File: src/rtl/ocra1_pkg.sv
// rtl/ocra1_pkg.sv - OCRA1 command word field constants and word buffer FSM states
package ocra1_pkg;

    localparam int OCRA1_WORD_W    = 32;
    localparam int OCRA1_CH_LSB    = 25;
    localparam int OCRA1_CH_W      = 2;
    localparam int OCRA1_UPD_BIT   = 24;
    localparam int OCRA1_PAYLOAD_W = 24;

    typedef enum logic {
        WB_IDLE  = 1'b0,
        WB_BURST = 1'b1
    } wb_state_e;

    // The update bit closes a group: the DAC outputs change together on it.
    function automatic logic is_terminator(input logic [OCRA1_WORD_W-1:0] word);
        return word[OCRA1_UPD_BIT];
    endfunction

endpackage

File: src/rtl/ocra1_sync_fifo.sv
// rtl/ocra1_sync_fifo.sv - synchronous FIFO with flush, fill count and combinational head word
module ocra1_sync_fifo #(
    parameter int WIDTH      = 32,
    parameter int DEPTH_LOG2 = 4
) (
    input  logic                  clk,
    input  logic                  rst,
    input  logic                  flush,
    input  logic                  push,
    input  logic [WIDTH-1:0]      push_data,
    input  logic                  pop,
    output logic                  full,
    output logic                  empty,
    output logic [DEPTH_LOG2:0]   fill,
    output logic [WIDTH-1:0]      head
);

    localparam int DEPTH = 1 << DEPTH_LOG2;
    localparam logic [DEPTH_LOG2:0] DEPTH_CNT = (DEPTH_LOG2 + 1)'(DEPTH);

    logic [WIDTH-1:0]      mem [DEPTH];
    logic [DEPTH_LOG2-1:0] wr_ptr;
    logic [DEPTH_LOG2-1:0] rd_ptr;
    logic [DEPTH_LOG2:0]   count;
    logic                  do_push;
    logic                  do_pop;

    assign full    = (count == DEPTH_CNT);
    assign empty   = (count == '0);
    assign fill    = count;
    assign head    = mem[rd_ptr];

    // Fullness is judged on the count at the start of the cycle, so a
    // simultaneous pop never makes room for a write in the same cycle.
    assign do_push = push && !full && !flush;
    assign do_pop  = pop && !empty && !flush;

    always_ff @(posedge clk) begin
        if (do_push) begin
            mem[wr_ptr] <= push_data;
        end
    end

    always_ff @(posedge clk) begin
        if (rst || flush) begin
            wr_ptr <= '0;
            rd_ptr <= '0;
            count  <= '0;
        end else begin
            if (do_push) begin
                wr_ptr <= wr_ptr + 1'b1;
            end
            if (do_pop) begin
                rd_ptr <= rd_ptr + 1'b1;
            end
            case ({do_push, do_pop})
                2'b10:   count <= count + 1'b1;
                2'b01:   count <= count - 1'b1;
                default: count <= count;
            endcase
        end
    end

endmodule

File: src/rtl/ocra1_word_buffer.sv
// rtl/ocra1_word_buffer.sv - elastic buffer releasing complete OCRA1 update groups as bursts
module ocra1_word_buffer
    import ocra1_pkg::*;
#(
    parameter int DEPTH_LOG2 = 4,
    parameter int HOLDOFF    = 2
) (
    input  logic                    clk,
    input  logic                    rst,
    input  logic [OCRA1_WORD_W-1:0] data_i,
    input  logic                    valid_i,
    output logic                    ready_o,
    input  logic                    flush_i,
    input  logic                    busy_i,
    output logic [OCRA1_WORD_W-1:0] data_o,
    output logic                    valid_o,
    output logic [DEPTH_LOG2:0]     fill_o,
    output logic [DEPTH_LOG2:0]     groups_o,
    output logic                    overflow_o
);

    localparam int HOLD_W = (HOLDOFF < 1) ? 1 : $clog2(HOLDOFF + 1);
    localparam logic [HOLD_W-1:0] HOLD_LOAD = HOLD_W'(HOLDOFF);

    wb_state_e               state;
    wb_state_e               state_nxt;
    logic [HOLD_W-1:0]       hold_cnt;
    logic [HOLD_W-1:0]       hold_nxt;
    logic [DEPTH_LOG2:0]     groups;
    logic                    fifo_full;
    logic                    fifo_empty;
    logic [DEPTH_LOG2:0]     fifo_fill;
    logic [OCRA1_WORD_W-1:0] head;
    logic                    push;
    logic                    pop;
    logic                    push_term;
    logic                    pop_term;

    assign push      = valid_i && !fifo_full && !flush_i;
    assign push_term = push && is_terminator(data_i);
    assign pop_term  = pop && is_terminator(head);

    assign ready_o   = !fifo_full && !rst;
    assign fill_o    = fifo_fill;
    assign groups_o  = groups;

    ocra1_sync_fifo #(
        .WIDTH      (OCRA1_WORD_W),
        .DEPTH_LOG2 (DEPTH_LOG2)
    ) u_fifo (
        .clk       (clk),
        .rst       (rst),
        .flush     (flush_i),
        .push      (push),
        .push_data (data_i),
        .pop       (pop),
        .full      (fifo_full),
        .empty     (fifo_empty),
        .fill      (fifo_fill),
        .head      (head)
    );

    always_comb begin
        state_nxt = state;
        pop       = 1'b0;
        case (state)
            WB_IDLE: begin
                // A launch only happens with a whole group stored, so the
                // burst can run to its terminator without ever starving.
                if (groups != '0 && hold_cnt == '0 && !busy_i) begin
                    pop = 1'b1;
                    if (!is_terminator(head)) begin
                        state_nxt = WB_BURST;
                    end
                end
            end
            WB_BURST: begin
                pop = !fifo_empty;
                if (!fifo_empty && is_terminator(head)) begin
                    state_nxt = WB_IDLE;
                end
            end
            default: state_nxt = WB_IDLE;
        endcase
        if (flush_i) begin
            pop       = 1'b0;
            state_nxt = WB_IDLE;
        end
    end

    always_comb begin
        hold_nxt = hold_cnt;
        if (pop_term) begin
            hold_nxt = HOLD_LOAD;
        end else if (hold_cnt != '0) begin
            hold_nxt = hold_cnt - 1'b1;
        end
    end

    always_ff @(posedge clk) begin
        if (rst || flush_i) begin
            state    <= WB_IDLE;
            hold_cnt <= '0;
        end else begin
            state    <= state_nxt;
            hold_cnt <= hold_nxt;
        end
    end

    always_ff @(posedge clk) begin
        if (rst || flush_i) begin
            groups <= '0;
        end else begin
            case ({push_term, pop_term})
                2'b10:   groups <= groups + 1'b1;
                2'b01:   groups <= groups - 1'b1;
                default: groups <= groups;
            endcase
        end
    end

    // data_o keeps its last word between bursts and across a flush.
    always_ff @(posedge clk) begin
        if (rst) begin
            valid_o <= 1'b0;
            data_o  <= '0;
        end else if (flush_i) begin
            valid_o <= 1'b0;
        end else begin
            valid_o <= pop;
            if (pop) begin
                data_o <= head;
            end
        end
    end

    always_ff @(posedge clk) begin
        if (rst) begin
            overflow_o <= 1'b0;
        end else if (valid_i && fifo_full && !flush_i) begin
            overflow_o <= 1'b1;
        end
    end

endmodule

File: config.mk
export PLATFORM = sky130hd
export DESIGN_NAME = ocra1_word_buffer
export DESIGN_NICKNAME = d
export VERILOG_FILES = /design/src/rtl/ocra1_pkg.sv /design/src/rtl/ocra1_sync_fifo.sv /design/src/rtl/ocra1_word_buffer.sv
export SDC_FILE = /design/constraint.sdc
export NUM_CORES = 1
export LEC_CHECK = 0
export CAP_MARGIN = 15
export CELL_PAD_IN_SITES_DETAIL_PLACEMENT = 0
export CELL_PAD_IN_SITES_GLOBAL_PLACEMENT = 1
export CORE_MARGIN = 3
export CORE_UTILIZATION = 48
export DETAILED_ROUTE_END_ITERATION = 7
export GPL_TIMING_DRIVEN = 0
export PLACE_DENSITY = 0.82
export REMOVE_ABC_BUFFERS = 1
export SYNTH_ARGS = -nofsm -noshare
export SYNTH_HDL_FRONTEND = slang
export SYNTH_SLANG_ARGS = --single-unit
File: constraint.sdc
create_clock -name clk -period 3.85 [get_ports clk]
set_input_delay 0.77 -clock clk [delete_from_list [all_inputs] [get_ports clk]]
set_output_delay 0.77 -clock clk [all_outputs]
set_load 0.05 [all_outputs]
== Word-level counts from Yosys, hierarchy flattened ==
Memories as Yosys holds them, arrays and structs flattened. A register that Yosys moved wholly into a read port is not among the register bits.
Cells that the tools add are included.
Word-level totals
  register bits: 55
  memory bits (writable): 512
  input bits: 37
  output and inout bits: 45
  logic and storage cells: 71
  memories kept: 1
Memories
  u_fifo.mem: words 16, width 32, read ports 1, clocked after memory_dff 1, write ports 1, line ocra1_sync_fifo.sv:21  | logic [WIDTH-1:0] mem [DEPTH];
Cells by class
  add/sub/neg operators: 7
  equality and inequality tests: 5
  muxes and demuxes: 15
  bitwise operators: 2
  reductions and logical operators: 31
Operators with widths (count)
  5-bit case mux with 2 select lines: 2
  1-bit logical AND: 14
  5-bit by 1-bit adder with 5-bit output (second input constant): 2
  5-bit by 1-bit subtractor with 5-bit output (second input constant): 2
  4-bit by 1-bit adder with 4-bit output (second input constant): 2
  4-bit two-way mux: 2
  2-bit nonzero test: 4
  1-bit two-way mux: 7
  2-bit OR reduction: 3
  5-bit equality test (second input constant): 1
  1-bit logical NOT: 5
  5-bit logical NOT: 1
  5-bit nonzero test: 1
  2-bit by 1-bit equality test with 1-bit output (second input constant): 2
  2-bit equality test (second input constant): 2
  2-bit two-way mux: 2
  1-bit case mux with 2 select lines: 2
  2-bit logical NOT: 1
  1-bit inverter: 2
  2-bit AND reduction: 1
  2-bit by 1-bit subtractor with 2-bit output (second input constant): 1
  1-bit logical OR: 1

== Logic depth before layout (Yosys ltp) ==
  depth after elaboration: 10
  mapped depth: 15
  gate-level depth less buffers: 13

== Modules after synthesis ==
A second synthesis with hierarchy kept.
Second synthesis, totals
  cells, all modules: 1070
  area, all modules: 22679.3 um2
Modules (own cells, without submodules)
  ocra1_sync_fifo: instances 1, cells each 843, area an instance 20380.8 um2, seq. area each 15715.1 um2
  ocra1_word_buffer: instances 1, cells each 227, area an instance 2298.5 um2, seq. area each 840.8 um2

== Worst setup path after synthesis ==
No wires, ideal clock.
  path kind: flip-flop to flip-flop
  from: register u_fifo.count[1] (netlist: u_fifo.fill[1])
  to: memory u_fifo.mem[3][0], enable pin
  data arrival time: 3.721 ns
  path slack: -0.332 ns
  cell stages (with the launch flop): 6
  buffers on the path: 1
  cells stage by stage: dfxtp_1 > buf_2 > nor4_2 > a21boi_2 > nand2_1 > nor3_1
Between the ends
  word-level cells in the longest chain between the ends: 8
RTL lines
  from (decl): line ocra1_sync_fifo.sv:24  | logic [DEPTH_LOG2:0] count;
  from (signal assigned): line ocra1_sync_fifo.sv:57  | 2'b10: count <= count + 1'b1;
  from (signal assigned): line ocra1_sync_fifo.sv:58  | 2'b01: count <= count - 1'b1;
  from (signal assigned): line ocra1_sync_fifo.sv:59  | default: count <= count;
  5-bit equality test (*): line ocra1_sync_fifo.sv:28  | assign full = (count == DEPTH_CNT);
  1-bit logical NOT (*): line ocra1_sync_fifo.sv:35, ocra1_word_buffer.sv:39
  1-bit logical AND (2 in a row): line ocra1_word_buffer.sv:39  | assign push = valid_i && !fifo_full && !flush_i;
  1-bit logical AND (*) (2 in a row): line ocra1_sync_fifo.sv:35  | assign do_push = push && !full && !flush;
  1-bit two-way mux (*): line ocra1_sync_fifo.sv:39  | if (do_push) begin
  1-bit two-way mux (implied by the code) (*): line ocra1_sync_fifo.sv:40  | mem[wr_ptr] <= push_data;
  to (decl): line ocra1_sync_fifo.sv:21
Every way passes the cells marked *; elsewhere a longest branch is shown, timed or not.

==> results_dict.tcl <==
set metrics [dict create \
    firstDrtPassIters 5 \
    synth_top_area_cell "sky130_fd_sc_hd__edfxtp_1" \
    yosys_register_bits 571 \
    post_synth_top_flop "sky130_fd_sc_hd__edfxtp_1" \
    holdCritPathClass "flop to flop" \
    seqPwrFrac 0.553 \
    totalNegativeSetupSlack_ns 0 \
    grt_use_total 0.1929 \
    path_common_cell "sky130_fd_sc_hd__inv_1" \
    endpoint_kind "flop" \
    via_count 10693 \
    dpl.hpwl_um 25960 \
    p_sw_mw 2.363 \
    port_buffers 81 \
    max-slew-margin-rel 0.3068 \
    drive_above_1_share 0.2539 \
    initial_antenna_violation_count 2 \
    routed_wl_um 46290 \
    n_antenna_cell 0 \
    yosys_warnings 0 \
    final-setup-viol-count 0 \
    mappedNetlistArea_sq_um 21910 \
    post_drt_wl_per_cell_um 25.36 \
    p_leak_nw 7.966 \
    hold_start "hold_cnt[1]" \
    ir_drop_mv 0.3538 \
    timing.critical_path.from_type "flop" \
    yosysTopAreaCellShare 0.7016 \
    comb_power_share 0.018 \
    power-per-cell-area_nw_per_um2 473.0 \
    cp.buffers_inverters 3 \
    fillerInstances 3201 \
    worst_tran_pin_value_ns 1.037 \
    place.gp.congestion 0.7110 \
    setup_repair_after_global_routing_missed_its_margin "false" \
    synth_commonest_cells "sky130_fd_sc_hd__edfxtp_1, sky130_fd_sc_hd__mux4_2, sky130_fd_sc_hd__nor2_1" \
    grt_overflow_total 0 \
    post-synth-top-count-cell "sky130_fd_sc_hd__edfxtp_1" \
    async_s_r_ff_share_synth 0 \
    mapped_avg_cell_area_sq_um 20.65 \
    drt_iter0_markers 1117 \
    area_of_the_core_sq_um 44700 \
    fp.dieH_um 219.7 \
    yosysSeqAreaShare 0.7555 \
    grt_max_degree 57 \
    dieArea_sq_um 48250 \
    cpPeakStageDelay_ns 0.54 \
    die_w_um 219.7 \
    power.switching_fraction 0.1931 \
    cts-root-to-sink-buffers 3 \
    synth-edff-count 512 \
    final_max_tran_viols 0 \
    outcome "completed" \
    place_worst_setup_slack_ns -0.1716 \
    layoutNonFillerInstCount 1825 \
    netlist_cell_types 48 \
    design.portCount 82 \
    vias_per_cell 5.859 \
    first_pass_grt_wire_length_um 68800 \
    cts-buffers-inserted 55 \
    clock-root-buffer "sky130_fd_sc_hd__clkbuf_16" \
    postCtsResizedCells 0 \
    worst-path-max-fanout 23 \
    worst_hold_margin_ns 0.4545 \
    period_share 0.9355 \
    cts_tree "built" \
    critPathKind "flop to flop" \
    maxCapViolations 0 \
    insertion_delay_ns 0.59 \
    fmaxAchievable_mhz 277.6 \
    num-nets-final 1239 \
    finalWorstPathRequiredPeriod_ns 3.602 \
    drt_drc_violations_left 0 \
    timing.critical_path.slowest_stage_cell "sky130_fd_sc_hd__dfxtp_4" \
    timing.critical_path.max_delay_family "simple AND/OR/NAND/NOR gates" \
    number_of_global_route_vias_before_repair 11255 \
    setup_ws_ns 0.2481 \
    htree_num_levels 2 \
    power_frac_clock 0.428 \
    clk_transition_reported_paths_ns 0.06 \
    skew_ns 0.01388 \
    timing.final.hold_violations 0 \
    post-place-cells 1718 \
    row_count 77 \
    worstPathArrival_ns 4.12 \
    intPower_mw 9.874 \
    crit_path_cell_trace "buf_16 -> mux4_2 -> mux2i_1 -> mux2_2 -> or2_2 -> inv_1 -> ha_1 -> inv_1 -> fa_1 -> nor2b_1 -> o21ai_0 -> and3_1 -> or4_1 -> a21oi_1" \
    synth_area_leaders "sky130_fd_sc_hd__edfxtp_1, sky130_fd_sc_hd__mux4_2, sky130_fd_sc_hd__dfxtp_1" \
    ant_nets 0 \
    start_util 0.4902 \
    area_growth_syn_to_layout_pct 18.06 \
    clock_sinks 571 \
    netlist_instances 1061 \
    critPathRequiredTime_ns 4.37 \
]
==> flip-flops by register name (all words and copies together), names as in the netlist, named ones only <==
register	count
state	1
data_o	32
valid_o	1
hold_cnt	2
u_fifo.fill	5
u_fifo.mem	512
u_fifo.wr_ptr	4
groups_o	5
overflow_o	1
u_fifo.rd_ptr	4
==> power by group through the flow <==
stage | clock network [mW] | logic (mW) | registers [mW]
floorplan | 0 | 0.0689 | 6.92
global placement | 0 | 0.203 | 6.91
detailed placement | 0 | 0.224 | 6.90
CTS | 5.33 | 0.225 | 6.77
global route | 5.60 | 0.246 | 6.77
finish | 5.24 | 0.223 | 6.77
==> per-stage QoR <==
stage / area, sq um / utilization / power, mW
2_1_floorplan: 21620 / - / 6.984
3_3_place_gp: 23170 / 0.5184 / 7.112
3_5_place_dp: 24040 / 0.5378 / 7.129
4_1_cts: 25800 / 0.5772 / 12.32
5_1_grt: 25870 / 0.5788 / 12.61
6_report: 25870 / 0.5788 / 12.24
==> metal layers <==
| layer | share of wire | track usage | vias to the layer above |
|---|---|---|---|
| met5 | 0.00058 | 0 | - |
| met4 | 0.017 | 0.04980 | 4 |
| met3 | 0.080 | 0.03751 | 65 |
| met2 | 0.48 | 0.3082 | 474 |
| met1 | 0.42 | 0.2770 | 5544 |
| li1 | - | - | 4606 |
==> worst register-to-register path, delay by kind of cell (launching register included) <==
kind                       cells  cell delay (ns)
and+or+nand+nor                4             1.06
buffers and inverters          3             0.44
AOI/OAI and AO/OA              2             0.26
adders and majority gates      2             0.60
DFF                            1             0.54
muxes                          3             0.62
==> cell type report <==
type,count,area [sq um],share of cell area
Timing Repair Buffer,125,1624,0.06277
Sequential cell,571,16570,0.6405
Multi-Input combinational cell,422,5130,0.1983
Tap cell,592,740.7,0.02863
Clock buffer,75,1524,0.05890
Clock inverter,27,234.0,0.009043
Inverter,13,48.80,0.001886
==> path summary, 6_finish.rpt <==
path / endpoint / slack (ns) / cells past startpoint
worst max-delay path: groups_o[4] / 0.25 / 14
worst min-delay path: hold_cnt[0] / 0.45 / 2
worst max register to register: groups_o[4] / 0.25 / 14
worst min register to register: hold_cnt[0] / 0.45 / 2
==> kinds of logic after synthesis <==
logic type,Yosys count,synth area share
flops,571,0.7555
mux,195,0.1641
simple gates,103,0.02107
compound gates,99,0.03100
buf+inv,68,0.01559
fa+ha+maj,14,0.008336
xor+xnor,11,0.004396
==> timing repair <==
item	CTS	global route
buffers inserted	0	4
hold buffers	0	0
endpoints found under the setup margin	0	1
==> layout by cell type (no fill, tap or decap), types with 3 or more instances in the layout <==
| master | n |
|---|---|
| sky130_fd_sc_hd__a21oi_1 | 45 |
| sky130_fd_sc_hd__clkinv_2 | 12 |
| sky130_fd_sc_hd__dfxtp_4 | 4 |
| sky130_fd_sc_hd__xnor2_1 | 6 |
| sky130_fd_sc_hd__clkdlybuf4s50_1 | 81 |
| sky130_fd_sc_hd__nand2_1 | 12 |
| sky130_fd_sc_hd__nor2_1 | 50 |
| sky130_fd_sc_hd__clkbuf_8 | 3 |
| sky130_fd_sc_hd__buf_12 | 11 |
| sky130_fd_sc_hd__clkbuf_1 | 15 |
| sky130_fd_sc_hd__o21ai_0 | 4 |
| sky130_fd_sc_hd__mux2_2 | 32 |
| sky130_fd_sc_hd__bufinv_16 | 4 |
| sky130_fd_sc_hd__nor3_2 | 4 |
| sky130_fd_sc_hd__a31oi_1 | 3 |
| sky130_fd_sc_hd__dfxtp_1 | 55 |
| sky130_fd_sc_hd__mux4_2 | 127 |
| sky130_fd_sc_hd__nor3_1 | 3 |
| sky130_fd_sc_hd__ha_1 | 13 |
| sky130_fd_sc_hd__buf_6 | 14 |
| sky130_fd_sc_hd__buf_4 | 3 |
| sky130_fd_sc_hd__xor2_1 | 5 |
| sky130_fd_sc_hd__buf_16 | 13 |
| sky130_fd_sc_hd__o2bb2ai_1 | 31 |
| sky130_fd_sc_hd__clkinv_1 | 8 |
| sky130_fd_sc_hd__mux2i_1 | 35 |
| sky130_fd_sc_hd__inv_1 | 13 |
| sky130_fd_sc_hd__edfxtp_1 | 512 |
| sky130_fd_sc_hd__clkbuf_16 | 58 |
| sky130_fd_sc_hd__nand2b_1 | 4 |
| sky130_fd_sc_hd__nand3_1 | 3 |
| sky130_fd_sc_hd__nor2_4 | 12 |
| sky130_fd_sc_hd__nor2b_1 | 3 |
Note: power is estimated with default switching activity, not from simulation.
